### src/rtl/mem_rd_resp_pkg.sv
// mem_rd_resp_pkg: load func3 codes, responder FSM states and doubleword alignment helpers
package mem_rd_resp_pkg;
    localparam logic [2:0] F3_LB  = 3'b000;
    localparam logic [2:0] F3_LH  = 3'b001;
    localparam logic [2:0] F3_LW  = 3'b010;
    localparam logic [2:0] F3_LD  = 3'b011;
    localparam logic [2:0] F3_LBU = 3'b100;
    localparam logic [2:0] F3_LHU = 3'b101;
    localparam logic [2:0] F3_LWU = 3'b110;
    localparam logic [63:0] DW_MASK = ~64'h7;
    typedef enum logic [1:0] {IDLE, ISSUE, WAIT, RESP} state_t;
    function automatic logic load_bad(input logic [2:0] f3, input logic [2:0] off);
        return (f3 == 3'b111)
            || ((f3 == F3_LH || f3 == F3_LHU) && off[0])
            || ((f3 == F3_LW || f3 == F3_LWU) && off[1:0] != 2'b00)
            || (f3 == F3_LD && off != 3'b000);
    endfunction
endpackage

### src/rtl/mem_rd_resp_align.sv
// load_align: selects the addressed byte/half/word/double of a doubleword and sign- or zero-extends it
module load_align (
    input  logic [63:0] rdata,
    input  logic [2:0]  off,
    input  logic [2:0]  func3,
    output logic [63:0] data
);
    logic [63:0] sh;
    logic        sx;
    always_comb begin
        sh   = rdata >> {off, 3'b000};
        sx   = !func3[2];
        data = func3[1:0] == 2'b00 ? {{56{sx & sh[7]}}, sh[7:0]} :
               func3[1:0] == 2'b01 ? {{48{sx & sh[15]}}, sh[15:0]} :
               func3[1:0] == 2'b10 ? {{32{sx & sh[31]}}, sh[31:0]} : sh;
    end
endmodule

### src/rtl/mem_rd_resp.sv
// mem_rd_resp: single-outstanding load responder issuing one aligned SRAM read per request
module mem_rd_resp
    import mem_rd_resp_pkg::*;
#(
    parameter int TIMEOUT_CYCLES = 255,
    parameter int ADDR_W         = 64
) (
    input  logic              clk,
    input  logic              rst_n,
    input  logic              req_valid_i,
    output logic              req_ready_o,
    input  logic [ADDR_W-1:0] req_addr_i,
    input  logic [2:0]        req_func3_i,
    input  logic [4:0]        req_rd_i,
    output logic              sram_ren_o,
    output logic [ADDR_W-1:0] sram_addr_o,
    input  logic              sram_rvalid_i,
    input  logic [63:0]       sram_rdata_i,
    output logic              resp_valid_o,
    input  logic              resp_ready_i,
    output logic [63:0]       resp_data_o,
    output logic [4:0]        resp_rd_o,
    output logic              resp_err_o
);
    state_t            state, nxt;
    logic [ADDR_W-1:0] addr;
    logic [2:0]        func3;
    logic [4:0]        rd;
    logic [15:0]       cnt;
    logic [63:0]       data, ext;
    logic              err, accept, bad, timeout;

    assign accept       = req_valid_i & req_ready_o;
    assign bad          = load_bad(req_func3_i, req_addr_i[2:0]);
    assign timeout      = cnt == 16'(TIMEOUT_CYCLES - 1);
    assign req_ready_o  = rst_n && state == IDLE;
    assign sram_ren_o   = state == ISSUE;
    assign sram_addr_o  = sram_ren_o ? addr & ADDR_W'(DW_MASK) : '0;
    assign resp_valid_o = state == RESP;
    assign resp_data_o  = data;
    assign resp_rd_o    = rd;
    assign resp_err_o   = err;

    load_align u_align (.rdata(sram_rdata_i), .off(addr[2:0]), .func3(func3), .data(ext));

    always_comb begin
        nxt = state;
        case (state)
            IDLE:    nxt = accept ? (bad ? RESP : ISSUE) : IDLE;
            ISSUE:   nxt = WAIT;
            WAIT:    nxt = (sram_rvalid_i || timeout) ? RESP : WAIT;
            RESP:    nxt = resp_ready_i ? IDLE : RESP;
            default: nxt = IDLE;
        endcase
    end

    always_ff @(posedge clk or negedge rst_n) begin
        if (!rst_n) state <= IDLE;
        else        state <= nxt;
    end

    // data/err are rewritten every WAIT cycle; only the value on the exit cycle reaches RESP
    always_ff @(posedge clk or negedge rst_n) begin
        if (!rst_n) begin
            addr  <= '0;
            func3 <= '0;
            rd    <= '0;
            cnt   <= '0;
            data  <= '0;
            err   <= 1'b0;
        end else begin
            if (accept) begin
                addr  <= req_addr_i;
                func3 <= req_func3_i;
                rd    <= req_rd_i;
                data  <= '0;
                err   <= bad;
            end
            if (state == ISSUE) cnt <= '0;
            if (state == WAIT) begin
                cnt  <= cnt + 16'd1;
                data <= sram_rvalid_i ? ext : '0;
                err  <= !sram_rvalid_i;
            end
        end
    end
endmodule

### config.mk
export PLATFORM = sky130hd
export DESIGN_NAME = mem_rd_resp
export DESIGN_NICKNAME = d
export VERILOG_FILES = /design/src/rtl/mem_rd_resp_pkg.sv /design/src/rtl/mem_rd_resp_align.sv /design/src/rtl/mem_rd_resp.sv
export SDC_FILE = /design/constraint.sdc
export NUM_CORES = 1
export LEC_CHECK = 0
export ABC_AREA = 1
export CORE_ASPECT_RATIO = 0.75
export CORE_MARGIN = 5
export CORE_UTILIZATION = 50
export DETAILED_ROUTE_END_ITERATION = 16
export PLACE_DENSITY = 0.84
export SYNTH_ARGS = -nofsm -noshare
export SYNTH_HDL_FRONTEND = slang
export SYNTH_HIERARCHICAL = 1
export SYNTH_SLANG_ARGS = --single-unit
### constraint.sdc
create_clock -name clk -period 3.55 [get_ports clk]
set_clock_uncertainty 0.15 [all_clocks]
set_input_delay 0.71 -clock clk [delete_from_list [all_inputs] [get_ports clk]]
set_output_delay 0.71 -clock clk [all_outputs]
set_load 0.1 [all_outputs]
==> impl_metrics.ini, run 1 <==
[placed_design]
place_hpwl_microns = 22400
pre_cts_slack_ns = 0.583
place.gp.congestion = 0.940
port_buffers = 274

[clock_tree]
clk_latency_ns = 0.42
clkSinkCount = 155
post_cts_resized = 0
clk_pin_slew_ns = 0.07
cts_hold_buf = 0
htree_levels = 4
cts_tree = built
cts_root_buffer = clkbuf_16
cts_setup_buffers = 0
cts_buffers = 17
cts.path.max_buffers = 2

[detailed_routing]
viasPerCell = 5.47
dr.pass1.iters = 5
drc = 0
antenna_left = 0
finalWirelength_microns = 30800
wl_per_cell_microns = 17.3
vias = 9727
drt_iter0_markers = 1136

[worst_setup_path]
required_ns = 2.69
worst-endpoint-arrival_ns = 2.07
cp-end-kind = output port
crit_chain = inv_1, ha_2, buf_12, nand2_1, inv_1, buf_4
critPathMostFrequentCell = inv_1
cp_slowest_cell = ha_2
worstPathMaxFanout = 48
path_class = register to output port
cpLargestDelayFamily = buffers and inverters
path_buf_inv = 4
crit_path_start_kind = register
slowest_delay_ns = 0.41

[grt]
grt_pass1_vias = 9157
grt_max_degree = 71
track_usage_pct = 27.4
grt_pass1_wl_microns = 48400
overflow = 0
antenna_found_initial = 1

[synth]
syn-cell-area_sq_um = 9540
async_flop_share_pct = 100
avgSynthCellArea_sq_um = 7.32
synth-edff-count = 0
ys.flop_type = dfrtp_1
syn_inst = 1303
yosysSeqAreaShare_pct = 40.7
ys_ff_latch = 155
yosys_warnings = 6
ys_types = 37

[timing]
setup_ws_ns = 0.618
finalMaxSlewViolations = 0
fin_hold_ws_ns = 0.0190
min_period_over_period_pct = 82.6
min_period_ns = 2.93
max_freq_ghz = 0.341
timing.setup.tns_ns = 0
hold_viol_final = 0
setup_viol = 0
rsz0062_at_grt = no
worstMarginPinSlew_ns = 1.19
slew_headroom_pct = 20.6

[layout]
syn_to_final_growth_pct = 31.5
most-common-layout-cells = 493 x nand2_1, 207 x nand3_1, 154 x dfrtp_1
drive_gt1_share_pct = 18.6
final_common_cell = nand2_1
finalNetCount = 1666

[die]
rows = 43
io_pins = 278
fp.dieW_microns = 169
die_area_sq_um = 22000
die_y_microns = 130
initial_core_util_pct = 51.2
core_sq_um = 18600

[worst_hold_path]
hold_class = input pin to asynchronous set/reset pin

[run_status]
outcome = completed

[job]
drv_cap = 0
==> sequential cells by signal (all words and copies together) (netlist names) <==
name         count
addr            64
cnt             16
func3            3
resp_data_o     64
resp_err_o       1
resp_rd_o        5
state            2
==> path summary, 6_finish.rpt <==
kind                          start         endpoint  slack [ns]  cells after the start
max in group asynchronous     rst_n   resp_data_o[5]        2.11                      2
max reg2reg                 addr[0]  resp_data_o[23]        0.83                     11
min in group clk           addr[57]         addr[57]        0.36                      1
min                           rst_n         addr[13]        0.02                      1
min reg2reg                addr[57]         addr[57]        0.36                      1
max                        state[1]  sram_addr_o[32]        0.62                      6
==> per-layer routing <==
layer / track usage [%] / up-vias / share of wire, %
met3: 6.95 / 52 / 10
met2: 41.0 / 462 / 45
met4: 8.28 / 0 / 2.3
li1: - / 4617 / -
met1: 39.5 / 4596 / 42
met5: 0 / - / 0
==> worst register-to-register path, stage by stage, from the launching register on <==
cell     delay [ns]
dfrtp_2        0.48
inv_2          0.46
nand2_1        0.14
nand3_1        0.10
nand3_1        0.12
nand3_1        0.11
nand2_2        0.06
inv_2          0.38
buf_4          0.34
nand2_1        0.10
nand3_1        0.10
nand2_1        0.07
==> metrics by stage <==
| step | cell area, sq um | utilization, % | cells |
|---|---|---|---|
| 2_1_floorplan | 9540 | - | 1305 |
| 3_5_place_dp | 12000 | 64.2 | 1746 |
| 3_3_place_gp | 12000 | 64.2 | 1746 |
| 6_report | 12500 | 67.3 | 1779 |
| 5_1_grt | 12500 | 67.3 | 1779 |
| 4_1_cts | 12500 | 67.3 | 1778 |
==> cells in the mapped netlist (2+ instances only) <==
| cell | instances | area [sq um] |
|---|---|---|
| o21ai_1 | 13 | 65.1 |
| a21oi_1 | 13 | 65.1 |
| nand2_2 | 6 | 37.5 |
| nand3_1 | 207 | 1040 |
| o21a_1 | 3 | 22.5 |
| o21ai_0 | 37 | 185 |
| or2_2 | 6 | 37.5 |
| inv_2 | 8 | 30.0 |
| nand4_1 | 8 | 50.1 |
| ha_1 | 7 | 87.6 |
| buf_4 | 12 | 90.1 |
| o211ai_1 | 24 | 180 |
| mux2_4 | 12 | 180 |
| xor2_1 | 2 | 17.5 |
| dfrtp_1 | 155 | 3880 |
| buf_8 | 2 | 30.0 |
| buf_1 | 16 | 60.1 |
| nor3_1 | 4 | 20.0 |
| nand3_2 | 2 | 20.0 |
| buf_2 | 33 | 165 |
| clkbuf_1 | 28 | 105 |
| inv_1 | 100 | 375 |
| mux2_2 | 57 | 642 |
| nor2_1 | 38 | 143 |
| nand2_1 | 493 | 1850 |
| buf_6 | 6 | 67.6 |
==> layout make-up <==
cell class              count  area, sq um
well taps                 247          309
clock buffers              17          425
clock inverters            15          158
multi-input cells         945         4750
repair buffers            291         2610
inverters                 108          405
fillers                  1564         6080
diodes                      1         2.50
flip-flops and latches    155         3880
==> cells by family after synthesis <==
group	share of synthesized area (%)
simple gates	34.1
buf+inv	9.68
flops	40.7
compound gates	5.83
mux	8.62
fa+ha+maj	0.918
xor+xnor	0.184
other cells	0.0393
Power of run 1 is not shown: default switching activity piles up to over one toggle a cycle in this logic, so the estimate is an artifact.
==> run 2, diff against run 1 <==
Settings changed: CORE_UTILIZATION 50 to 44, PLACE_DENSITY 0.84 to 0.78.
Clock period 3.55 ns to 2.5 ns, I/O delays scaled along.
==> impl_metrics.ini, run 2 (synthesis gave the netlist of run 1 again) <==
[timing]
min_period_over_period_pct = 95.8
max_freq_ghz = 0.417
finalMaxSlewViolations = 0
rsz0062_at_grt = no
setup_viol = 0
min_period_ns = 2.40
hold_viol_final = 0
worstMarginPinSlew_ns = 0.866
slew_headroom_pct = 42.3

[worst_setup_path]
r2r_end = resp_data_o[61]
path_class = register to output port
rr_startpoint = addr[0]
crit_path_start_kind = register
slowest_delay_ns = 0.41
cp_slowest_cell = dfrtp_1
path_buf_inv = 4
critPathMostFrequentCell = buf_12
crit_chain = inv_2, ha_4, buf_12, nand2_1, clkinvlp_4, buf_12
worstPathMaxFanout = 22
r2r_slack_ns = 0.24
required_ns = 1.85
worst-endpoint-arrival_ns = 1.75
cpLargestDelayFamily = buffers and inverters
worstRegToRegCells = 11
cp-end-kind = output port

[die]
die_y_microns = 137
fp.dieW_microns = 180
die_area_sq_um = 24700
io_pins = 278
initial_core_util_pct = 44.9
core_sq_um = 21200
rows = 46

[power]
power_density_nw_per_um2 = 1570
clockPowerShare_pct = 11.8
p_sw_share_pct = 57.0
comb_power_share_pct = 68.8
leakagePower_nw = 6.77
p_switching_mw = 12.4
ir_worst_vdd_uv = 1160
seqPwrFrac_pct = 19.4
p_int_mw = 9.35

[layout]
final_common_cell = nand2_1
multiInputGateArea_sq_um = 4760
most-common-layout-cells = 493 x nand2_1, 207 x nand3_1, 154 x dfrtp_1
finalNetCount = 1688
drive_gt1_share_pct = 23.7
stdcell_count = 1842
final_area_sq_um = 13900
n_fill_cell = 1805
syn_to_final_growth_pct = 45.4
final_util_pct = 65.3
regArea_sq_um = 3880

[grt]
overflow = 0
antenna_found_initial = 0
grt_pass1_vias = 9508
grt_max_degree = 156
track_usage_pct = 26.3
grt_pass1_wl_microns = 52300

[placed_design]
port_buffers = 274
dpl.cell_count = 1806
placed_cell_area_sq_um = 13300
place_hpwl_microns = 24600
place.gp.congestion = 0.937

[clock_tree]
clk_pin_slew_ns = 0.07
cts.path.max_buffers = 2
htree_levels = 4
clk_latency_ns = 0.42
cts_root_buffer = clkbuf_16
cts_tree = built
clkSinkCount = 155
cts_buffers = 17
cts_hold_buf = 0

[detailed_routing]
drc = 0
drt_iter0_markers = 986
viasPerCell = 5.31
wl_per_cell_microns = 17.9
dr.pass1.iters = 6
vias = 9777
antenna_left = 0
finalWirelength_microns = 32900

[job]
drv_cap = 0

[run_status]
outcome = completed

[worst_hold_path]
hold_class = input pin to asynchronous set/reset pin
==> run 2: cell count changes in the layout (fill, tap and decap cells not counted), sizes merged <==
| cell | delta |
|---|---|
| clkinvlp | +59 |
| inv | -62 |
| clkinv | +2 |
| clkbuf | +1 |
| buf | +22 |
==> run 2: area by class of cell <==
cell class | instances | share of cell area (%)
Multi-Input combinational cell | 945 | 34.3
Sequential cell | 155 | 28.0
Timing Repair Buffer | 313 | 26.4
Inverter | 108 | 4.55
Clock buffer | 18 | 3.17
Tap cell | 288 | 2.60
Clock inverter | 14 | 0.993
Antenna cell | 1 | 0.0180
==> run 2: how the worst max path moves through the flow <==
stage	cells past startpoint	endpoint	start	slack, ns
global placement	12	resp_data_o[61]	sram_rdata_i[39]	0.14
floorplan	6	sram_addr_o[13]	state[1]	-0.006
detailed placement	12	resp_data_o[61]	sram_rdata_i[47]	0.13
finish	6	sram_addr_o[22]	state[1]	0.10
CTS	6	sram_addr_o[38]	state[1]	0.02
global route	6	sram_addr_o[22]	state[1]	0.003
==> run 2: through the flow <==
stage               setup WS (ns)  hold WS, ns  setup TNS, ns  power, mW
global route              0.00279        0.117              0       22.9
floorplan                -0.00572       0.0544         -0.286       14.7
CTS                        0.0242        0.116              0       21.7
detailed placement          0.125        0.340              0       19.0
global placement            0.138        0.336              0       18.8
finish                      0.104       0.0399              0       21.8
==> run 2: worst reg2reg max path: stages (launching register included) <==
cell	delay (ns)
dfrtp_2	0.43
inv_2	0.40
nand2_1	0.14
nand3_1	0.10
nand3_1	0.10
nand3_1	0.13
buf_4	0.30
nand2_1	0.11
nand2_1	0.09
nand2_1	0.06
nand3_1	0.09
nand2_1	0.06
==> run 2: power groups by stage <==
stage / Combinational [mW] / Clock [mW] / Sequential, mW
final: 15.0 / 2.57 / 4.23
after global routing: 15.8 / 2.73 / 4.35
after CTS: 14.9 / 2.62 / 4.21
after detailed placement: 14.8 / 0 / 4.24
after global placement: 14.6 / 0 / 4.19
after floorplan: 7.62 / 0 / 7.13
==> run 2: timing repair <==
action                     4_1_cts  5_1_grt
pin swaps                        0        0
resized for setup                1        2
setup endpoints to repair       45       52
setup buffers                    3        0
gates cloned                     0        0
==> run 2: per-layer routing <==
metal  routed length [microns]  share of wire, %  GRT usage [%]  up-vias
li1                          -                 -              -     4651
met5                         0                 0              0        -
met2                     14800                45           40.2      424
met3                      2950               9.0           7.15       40
met1                     14600                44           37.9     4662
met4                       513               1.6           5.20        0
(Power assumes the default switching activity.)
==> run 3, diff against run 2 <==
Settings changed: CORE_UTILIZATION 44 to 30, PLACE_DENSITY 0.78 to unset, SLEW_MARGIN set to 20.
==> impl_metrics.ini, run 3 (synthesis gave the netlist of run 1 again) <==
[run_status]
outcome = finished, violations left
violations = negative hold slack

[worst_setup_path]
worst-endpoint-arrival_ns = 1.78
cp-end-kind = output port
required_ns = 1.85
worstRegToRegCells = 9
path_class = register to output port
crit_path_start_kind = register
worstPathMaxFanout = 7

[power]
seqPwrFrac_pct = 19.2
p_int_mw = 9.33
comb_power_share_pct = 69.2
p_sw_share_pct = 57.1
p_switching_mw = 12.4
clockPowerShare_pct = 11.6
ir_worst_vdd_uv = 1060
power_density_nw_per_um2 = 1550
power_mw = 21.7
leakagePower_nw = 6.76

[layout]
final_util_pct = 44.9
n_fill_cell = 3082
drive_gt1_share_pct = 23.6
regArea_sq_um = 3880
syn_to_final_growth_pct = 47.3
final_area_sq_um = 14000
final_common_cell = nand2_1
multiInputGateArea_sq_um = 4770
most-common-layout-cells = 493 x nand2_1, 207 x nand3_1, 154 x dfrtp_1
finalNetCount = 1686

[clock_tree]
cts_hold_buf = 0
cts.path.max_buffers = 2
clk_latency_ns = 0.43
clk_pin_slew_ns = 0.07
cts_buffers = 17
cts_root_buffer = clkbuf_16
htree_levels = 4
clkSinkCount = 155
cts_tree = built

[grt]
track_usage_pct = 18.9
overflow = 0
grt_pass1_vias = 9087
grt_pass1_wl_microns = 53400
antenna_found_initial = 6
grt_max_degree = 156

[placed_design]
place_hpwl_microns = 25700
port_buffers = 274
placed_cell_area_sq_um = 13400
place.gp.congestion = 0.896

[die]
rows = 56
io_pins = 278
die_y_microns = 164
initial_core_util_pct = 30.4
fp.dieW_microns = 216
die_area_sq_um = 35500
core_sq_um = 31300

[detailed_routing]
dr.pass1.iters = 5
antenna_left = 0
drt_iter0_markers = 843
drc = 0
viasPerCell = 4.80
wl_per_cell_microns = 17.7
finalWirelength_microns = 34600
vias = 9410

[timing]
max_freq_ghz = 0.412
timing.setup.tns_ns = 0
setup_viol = 0
rsz0062_at_grt = no
worstMarginPinSlew_ns = 0.952
min_period_ns = 2.43
fin_hold_ws_ns = -0.000458
min_period_over_period_pct = 97.1
hold_viol_final = 1
finalMaxSlewViolations = 0
slew_headroom_pct = 36.5

[job]
drv_cap = 0

[worst_hold_path]
hold_class = input pin to asynchronous set/reset pin
[run 3: per-stage QoR]
step / instances / hold WS (ns) / setup WS (ns)
after detailed placement: 1918 / 0.342 / 0.211
after global routing: 1962 / 0.139 / 0.000181
after CTS: 1951 / 0.143 / 0.0382
after global placement: 1918 / 0.337 / 0.210
after floorplan: 1305 / 0.0544 / -0.00572
final: 1962 / -0.000458 / 0.0720
[run 3: area by class of cell]
class	instances	area share, %
antenna	5	0.0891
tap	406	3.62
multi-input combinational	945	33.9
timing repair buffer	311	26.3
sequential	155	27.6
inverter	108	4.49
clock inverter	13	0.766
clock buffer	19	3.22
[run 3: repair_timing]
action	4_1_cts	5_1_grt
setup buffers	1	2
cloned	0	4
endpoints found under the setup margin	48	37
resized for setup	0	1
pin swaps	0	0
[run 3: power by group through the flow]
stage	sequential [mW]	clock, mW	combinational [mW]
2_1_floorplan	7.13	0	7.62
3_3_place_gp	4.17	0	14.7
3_5_place_dp	4.21	0	14.8
4_1_cts	4.18	2.61	14.9
5_1_grt	4.30	2.73	16.0
6_report	4.17	2.52	15.0
[run 3: final timing paths]
| path | slack, ns | endpoint | start |
|---|---|---|---|
| worst max-delay path | 0.07 | sram_addr_o[47] | state[1] |
| worst min-delay path | -0.0005 | resp_data_o[13] | rst_n |
| worst max register to register | 0.24 | resp_data_o[9] | addr[0] |
| worst min register to register | 0.35 | addr[51] | addr[51] |
| max in group asynchronous | 1.42 | resp_data_o[37] | rst_n |
| min in group clk | 0.35 | addr[51] | addr[51] |
[run 3: metal layers]
metal	track usage (%)	routed length, microns	part of all wire (%)
met4	5.23	633	1.8
met3	5.17	2190	6.3
met2	28.1	15800	46
met5	0	11	0.032
met1	27.2	16000	46
[run 3: critical path, stage by stage (launching register included)]
cell        delay [ns]
dfrtp_1           0.40
inv_2             0.10
ha_4              0.29
clkbuf_16         0.21
nand2_1           0.08
clkinvlp_4        0.09
buf_12            0.17
